**src/rtl/ram_port_arbiter_if.sv**
```systemverilog
// ram_port_arbiter_if: requester ports plus RAM-side bus of the two-port RAM arbiter.
//   p0_*/p1_*  : req/we/addr/wdata in, gnt/rvalid out, per requester
//   rdata/busy : shared registered read data, init-sweep indicator
//   mem_*      : RAM write enable/address/write data out, async read data in
//   master     : requester + RAM side (drives requests and mem_rdata)
//   slave      : the arbiter
interface ram_port_arbiter_if #(
    parameter int ADDR_BITS = 2,
    parameter int DATA_BITS = 8
);
    logic                 p0_req, p1_req;
    logic                 p0_we, p1_we;
    logic [ADDR_BITS-1:0] p0_addr, p1_addr;
    logic [DATA_BITS-1:0] p0_wdata, p1_wdata;
    logic                 p0_gnt, p1_gnt;
    logic                 p0_rvalid, p1_rvalid;
    logic [DATA_BITS-1:0] rdata;
    logic                 busy;
    logic                 mem_we;
    logic [ADDR_BITS-1:0] mem_addr;
    logic [DATA_BITS-1:0] mem_wdata;
    logic [DATA_BITS-1:0] mem_rdata;

    modport master (
        output p0_req, p1_req, p0_we, p1_we, p0_addr, p1_addr, p0_wdata, p1_wdata, mem_rdata,
        input  p0_gnt, p1_gnt, p0_rvalid, p1_rvalid, rdata, busy, mem_we, mem_addr, mem_wdata
    );

    modport slave (
        input  p0_req, p1_req, p0_we, p1_we, p0_addr, p1_addr, p0_wdata, p1_wdata, mem_rdata,
        output p0_gnt, p1_gnt, p0_rvalid, p1_rvalid, rdata, busy, mem_we, mem_addr, mem_wdata
    );
endinterface

```
**src/rtl/ram_port_arbiter.sv**
```systemverilog
// ram_port_arbiter: two-port round-robin RAM arbiter that zero-fills the RAM after reset.
//   clk   : clock, rising edge
//   rst_n : synchronous active-low reset
//   bus   : ram_port_arbiter_if slave (requester ports, shared rdata, busy, RAM bus)
module ram_port_arbiter #(
    parameter int ADDR_BITS = 2,
    parameter int DATA_BITS = 8
) (
    input logic              clk,
    input logic              rst_n,
    ram_port_arbiter_if.slave bus
);
    typedef enum logic {INIT, RUN} state_t;

    state_t               state_q;
    logic [ADDR_BITS-1:0] cnt_q;
    logic                 last_q;
    logic                 rv0_q, rv1_q;
    logic [DATA_BITS-1:0] rdata_q;
    logic                 run, g0, g1, rd0_d, rd1_d;

    // Reset cycles behave like INIT: no grants, sweep drives the RAM bus.
    assign run = rst_n && state_q == RUN;
    // last_q = 1 means port 1 was granted last, so port 0 wins a contention.
    assign g0 = run && bus.p0_req && (!bus.p1_req || last_q);
    assign g1 = run && bus.p1_req && (!bus.p0_req || !last_q);
    assign rd0_d = g0 && !bus.p0_we;
    assign rd1_d = g1 && !bus.p1_we;

    assign bus.p0_gnt    = g0;
    assign bus.p1_gnt    = g1;
    assign bus.p0_rvalid = rv0_q;
    assign bus.p1_rvalid = rv1_q;
    assign bus.rdata     = rdata_q;
    assign bus.busy      = state_q == INIT;
    assign bus.mem_we    = run ? (g0 && bus.p0_we) || (g1 && bus.p1_we) : 1'b1;
    // Idle RUN cycles park the address on port 0.
    assign bus.mem_addr  = !run ? cnt_q : g1 ? bus.p1_addr : bus.p0_addr;
    assign bus.mem_wdata = !run ? '0 : g1 ? bus.p1_wdata : bus.p0_wdata;

    always_ff @(posedge clk) begin
        if (!rst_n) begin
            state_q <= INIT;
            cnt_q   <= '0;
            last_q  <= 1'b1;
            rv0_q   <= 1'b0;
            rv1_q   <= 1'b0;
            rdata_q <= '0;
        end else begin
            if (state_q == INIT) cnt_q <= cnt_q + 1'b1;
            state_q <= (state_q == INIT && cnt_q == '1) ? RUN : state_q;
            rv0_q   <= rd0_d;
            rv1_q   <= rd1_d;
            if (g0 || g1) last_q <= g1;
            if (rd0_d || rd1_d) rdata_q <= bus.mem_rdata;
        end
    end
endmodule

```
**src/flat_wrapper.sv**
```systemverilog
// flat-port wrapper written by rule: the top's interface ports become plain ports
module ram_port_arbiter_flat 
#(
    parameter int ADDR_BITS = 2,
    parameter int DATA_BITS = 8
)
  (clk, rst_n, bus_p0_req, bus_p1_req, bus_p0_we, bus_p1_we, bus_p0_addr, bus_p1_addr, bus_p0_wdata, bus_p1_wdata, bus_mem_rdata, bus_p0_gnt, bus_p1_gnt, bus_p0_rvalid, bus_p1_rvalid, bus_rdata, bus_busy, bus_mem_we, bus_mem_addr, bus_mem_wdata);
  ram_port_arbiter_if #(.ADDR_BITS(ADDR_BITS), .DATA_BITS(DATA_BITS)) bus_i ();
  input logic clk;
  input logic rst_n;
  input wire logic [$bits(bus_i.p0_req)-1:0] bus_p0_req;
  input wire logic [$bits(bus_i.p1_req)-1:0] bus_p1_req;
  input wire logic [$bits(bus_i.p0_we)-1:0] bus_p0_we;
  input wire logic [$bits(bus_i.p1_we)-1:0] bus_p1_we;
  input wire logic [$bits(bus_i.p0_addr)-1:0] bus_p0_addr;
  input wire logic [$bits(bus_i.p1_addr)-1:0] bus_p1_addr;
  input wire logic [$bits(bus_i.p0_wdata)-1:0] bus_p0_wdata;
  input wire logic [$bits(bus_i.p1_wdata)-1:0] bus_p1_wdata;
  input wire logic [$bits(bus_i.mem_rdata)-1:0] bus_mem_rdata;
  output wire logic [$bits(bus_i.p0_gnt)-1:0] bus_p0_gnt;
  output wire logic [$bits(bus_i.p1_gnt)-1:0] bus_p1_gnt;
  output wire logic [$bits(bus_i.p0_rvalid)-1:0] bus_p0_rvalid;
  output wire logic [$bits(bus_i.p1_rvalid)-1:0] bus_p1_rvalid;
  output wire logic [$bits(bus_i.rdata)-1:0] bus_rdata;
  output wire logic [$bits(bus_i.busy)-1:0] bus_busy;
  output wire logic [$bits(bus_i.mem_we)-1:0] bus_mem_we;
  output wire logic [$bits(bus_i.mem_addr)-1:0] bus_mem_addr;
  output wire logic [$bits(bus_i.mem_wdata)-1:0] bus_mem_wdata;
  assign bus_i.p0_req = bus_p0_req;
  assign bus_i.p1_req = bus_p1_req;
  assign bus_i.p0_we = bus_p0_we;
  assign bus_i.p1_we = bus_p1_we;
  assign bus_i.p0_addr = bus_p0_addr;
  assign bus_i.p1_addr = bus_p1_addr;
  assign bus_i.p0_wdata = bus_p0_wdata;
  assign bus_i.p1_wdata = bus_p1_wdata;
  assign bus_i.mem_rdata = bus_mem_rdata;
  assign bus_p0_gnt = bus_i.p0_gnt;
  assign bus_p1_gnt = bus_i.p1_gnt;
  assign bus_p0_rvalid = bus_i.p0_rvalid;
  assign bus_p1_rvalid = bus_i.p1_rvalid;
  assign bus_rdata = bus_i.rdata;
  assign bus_busy = bus_i.busy;
  assign bus_mem_we = bus_i.mem_we;
  assign bus_mem_addr = bus_i.mem_addr;
  assign bus_mem_wdata = bus_i.mem_wdata;
  ram_port_arbiter #(.ADDR_BITS(ADDR_BITS), .DATA_BITS(DATA_BITS)) u_core (.clk(clk), .rst_n(rst_n), .bus(bus_i));
endmodule
```
**config.mk**
```make
export PLATFORM = sky130hd
export DESIGN_NAME = ram_port_arbiter_flat
export DESIGN_NICKNAME = d
export VERILOG_FILES = /design/src/rtl/ram_port_arbiter_if.sv /design/src/rtl/ram_port_arbiter.sv /design/src/flat_wrapper.sv
export SDC_FILE = /design/constraint.sdc
export NUM_CORES = 1
export LEC_CHECK = 0
export BUFFER_PORTS_ARGS = -buffer_cell sky130_fd_sc_hd__buf_2
export CORE_MARGIN = 4
export CORE_UTILIZATION = 42
export DETAILED_ROUTE_END_ITERATION = 10
export PLACE_DENSITY_LB_ADDON = 0.12
export SYNTH_ARGS = -nofsm -noshare
export SYNTH_HDL_FRONTEND = slang
export SYNTH_SLANG_ARGS = --single-unit
```
**constraint.sdc**
```tcl
create_clock -name clk -period 4.4 [get_ports clk]
set_clock_uncertainty 0.05 [all_clocks]
set_input_delay 0.88 -clock clk [delete_from_list [all_inputs] [get_ports clk]]
set_output_delay 0.88 -clock clk [all_outputs]
set_load 0.01 [all_outputs]
```
==> impl_metrics.csv <==
group,metric,value,unit
logic_synthesis,ys_seq_area_frac,0.360,
clock_tree,clock_latency,270,ps
logic_synthesis,synth.avg_cell_area,8.04,µm²
place,preCtsSetupSlack,1540,ps
pwr,power_density,258,mW/mm²
clock_tree,cts_tree,"done",
cells_and_area,syn_to_final_growth,38.0,%
clock_tree,clock_sinks,14,
clock_tree,hold_buffers,0,
logic_synthesis,synth_cells,97,
worst_setup_path,arrival,1920,ps
routing,post_drt_wl_per_cell,11.3,µm
worst_setup_path,crit_fanout,9,
worst_setup_path,critical_path.max_stage_delay,510,ps
worst_setup_path,slowest_stage,"a21boi_1",
worst_setup_path,reg2reg_from,"u_core.state_q",
sta,period_minus_slack,2850,ps
die,design.core.area,0.00175,mm²
cells_and_area,fillCellCount,177,
routing,drt_iter0_markers,5,
worst_setup_path,crit_path_cell_trace,"buf_2 -> a21boi_1 -> nand2_1 -> a21oi_1 -> buf_2",
global_routing,grtUsageMet3,0.0379,
global_routing,grt_pass1_vias,793,
cells_and_area,layout-drive-gt1-share,0.477,
die,dieArea,0.00261,mm²
global_routing,gr-usage-met1,0.195,
clock_tree,path_clk_slew,80,ps
clock_tree,post-cts-setup-buffers,0,
logic_synthesis,async_flop_share,0,
worst_hold_path,min_from,"u_core.bus.rdata[0]",
global_routing,grt_antenna_before_repair,0,
sta,worstMarginPinSlew,614,ps
place,port_buffers,57,
routing,final_antenna_net_count,0,
logic_synthesis,ys.flop_type,"dfxtp_1",
logic_synthesis,yosysWarnings,0,
die,initial_utilization,0.447,
worst_setup_path,cp.required,3470,ps
flow_run,maxCapViolCount,0,
clock_tree,cts_buffers,3,
logic_synthesis,ys_ff_latch,14,
routing,avgViaCountPerCell,4.77,
worst_setup_path,path_class,"primary input to output pin",
worst_hold_path,min_path_type,"register to register",
sta,max_freq,351,MHz
die,ios,58,
global_routing,grtUsageTotal,0.166,
clock_tree,cts_resized,0,
sta,setup_violations,0,
pwr,ir_drop,147,µV
routing,drc,0,
logic_synthesis,synth_cell_type_count,25,
routing,via_count,840,
routing,finalWirelength,1990,µm
sta,finalWorstSetupSlack,1550,ps
global_routing,grt_pass1_wl,3360,µm
clock_tree,ctsLongestPathBuffers,2,
clock_tree,htree_levels,1,
global_routing,use_met2,0.281,
worst_setup_path,endpoint_kind,"output pin",
sta,rsz0062_at_grt,"no",
worst_setup_path,crit_path_start_kind,"primary input",
place,placedCellCount,173,
sta,timing.final.crit_share,0.648,
global_routing,grt_overflow,0,
place,dp_hpwl,1570,µm
global_routing,grt_busiest_layer,"met2",
sta,drv_slew,0,
worst_setup_path,cpMostUsedCell,"buf_2",
place,place.gp.congestion,0.680,
die,die_y,51.1,µm
logic_synthesis,synth_fp_nets,132,
logic_synthesis,synth_area,779,µm²
sta,finalHoldViolCount,0,
cells_and_area,num_antenna_cells,0,
clock_tree,cts_root_buf,"clkbuf_4",
logic_synthesis,synth_edf_count,0,
run_status,status,"finished clean",
worst_setup_path,crit_start,"bus_p0_req",
cells_and_area,fin_nets,188,
sta,slew_headroom,0.590,
pwr,power.leakage,0.593,nW
cells_and_area,final_cells,176,
die,die_w,51.1,µm
die,row_count,15,
routing,first_pass_iters,4,
sta,tns,0,ps
global_routing,grt_max_degree,18,
-- Yosys cell counts, types with 2 or more instances --
library cell,number,area [µm²]
nor2_1,2,7.51
dfxtp_1,14,280
nand2_1,27,101
buf_6,2,22.5
mux2i_1,3,30.0
clkbuf_1,2,7.51
o21ai_2,8,70.1
a21oi_1,10,50.1
o21ai_0,12,60.1
inv_1,2,7.51
-- critical path, delay by kind of cell --
family	cells	cell delay [ps]
AND/OR/NAND/NOR	1	110
AO/OA/AOI/OAI	2	650
buffers and inverters	2	280
-- cells in the final DEF, fill, tap and decap left out --
cell,Yosys,layout
xnor2_1,1,1
a21boi_1,1,1
nand2b_1,1,1
ha_1,1,1
nor2b_1,1,1
nand2_4,1,1
o21a_1,1,1
nor2_1,2,2
o21ai_2,8,8
nor4bb_4,1,1
inv_1,2,2
nor3_4,1,1
clkbuf_4,0,3
mux2i_1,3,3
nand2_1,27,27
buf_2,1,57
dfxtp_1,14,14
and3_1,1,1
o21ai_0,12,12
and2_1,1,1
or2_1,1,1
a21oi_1,10,10
a21bo_2,1,1
-- registers in the layout, summed over array words and instances, names as in the netlist --
name                  count
u_core.cnt_q              2
u_core.bus.p1_rvalid      1
u_core.bus.rdata          8
u_core.last_q             1
u_core.state_q            1
u_core.bus.p0_rvalid      1
-- final timing paths --
kind,end,cells after the start,slack (ps)
worst min register to register,u_core.bus.rdata[0],2,410
worst min-delay path,u_core.bus.rdata[0],2,410
worst max register to register,u_core.bus.rdata[1],4,2430
worst max-delay path,bus_mem_wdata[7],5,1550
-- logic make-up after synthesis --
logic type      count (synthesis)  share of synthesized area
buf+inv                         8                     0.0642
fa+ha+maj                       1                     0.0160
xor+xnor                        1                     0.0112
compound gates                 33                      0.263
mux                             3                     0.0385
flops                          14                      0.360
simple gates                   37                      0.247
-- per-layer routing --
metal	share of wire	vias up	wire [µm]
met2	0.45	41	900
met4	0.016	0	32
met1	0.41	359	816
met5	0	-	0
met3	0.12	4	241
li1	-	436	-
-- area by class of cell --
| cell class | count | area [µm²] | share of cell area |
|---|---|---|---|
| Tap cell | 25 | 31.3 | 0.0291 |
| Timing Repair Buffer | 57 | 285 | 0.265 |
| Inverter | 2 | 7.51 | 0.00698 |
| Sequential cell | 14 | 280 | 0.260 |
| Clock buffer | 3 | 22.5 | 0.0209 |
| Multi-Input combinational cell | 75 | 449 | 0.417 |
-- power breakdown --
part	internal [mW]	switching (mW)
Combinational	0.0333	0.0340
Clock	0.0317	0.0366
Sequential	0.135	0.00779
Total	0.200	0.0784
-- stage by stage --
| stage | util | hold WS (ps) | power (mW) | cell area (µm²) |
|---|---|---|---|---|
| final | 0.616 | 409 | 0.278 | 1080 |
| after global routing | 0.616 | 436 | 0.299 | 1080 |
| after global placement | 0.604 | 394 | 0.212 | 1050 |
| after detailed placement | 0.604 | 402 | 0.214 | 1050 |
| after CTS | 0.616 | 413 | 0.283 | 1080 |
| after floorplan | - | 433 | 0.184 | 779 |
(Power assumes the default switching activity.)
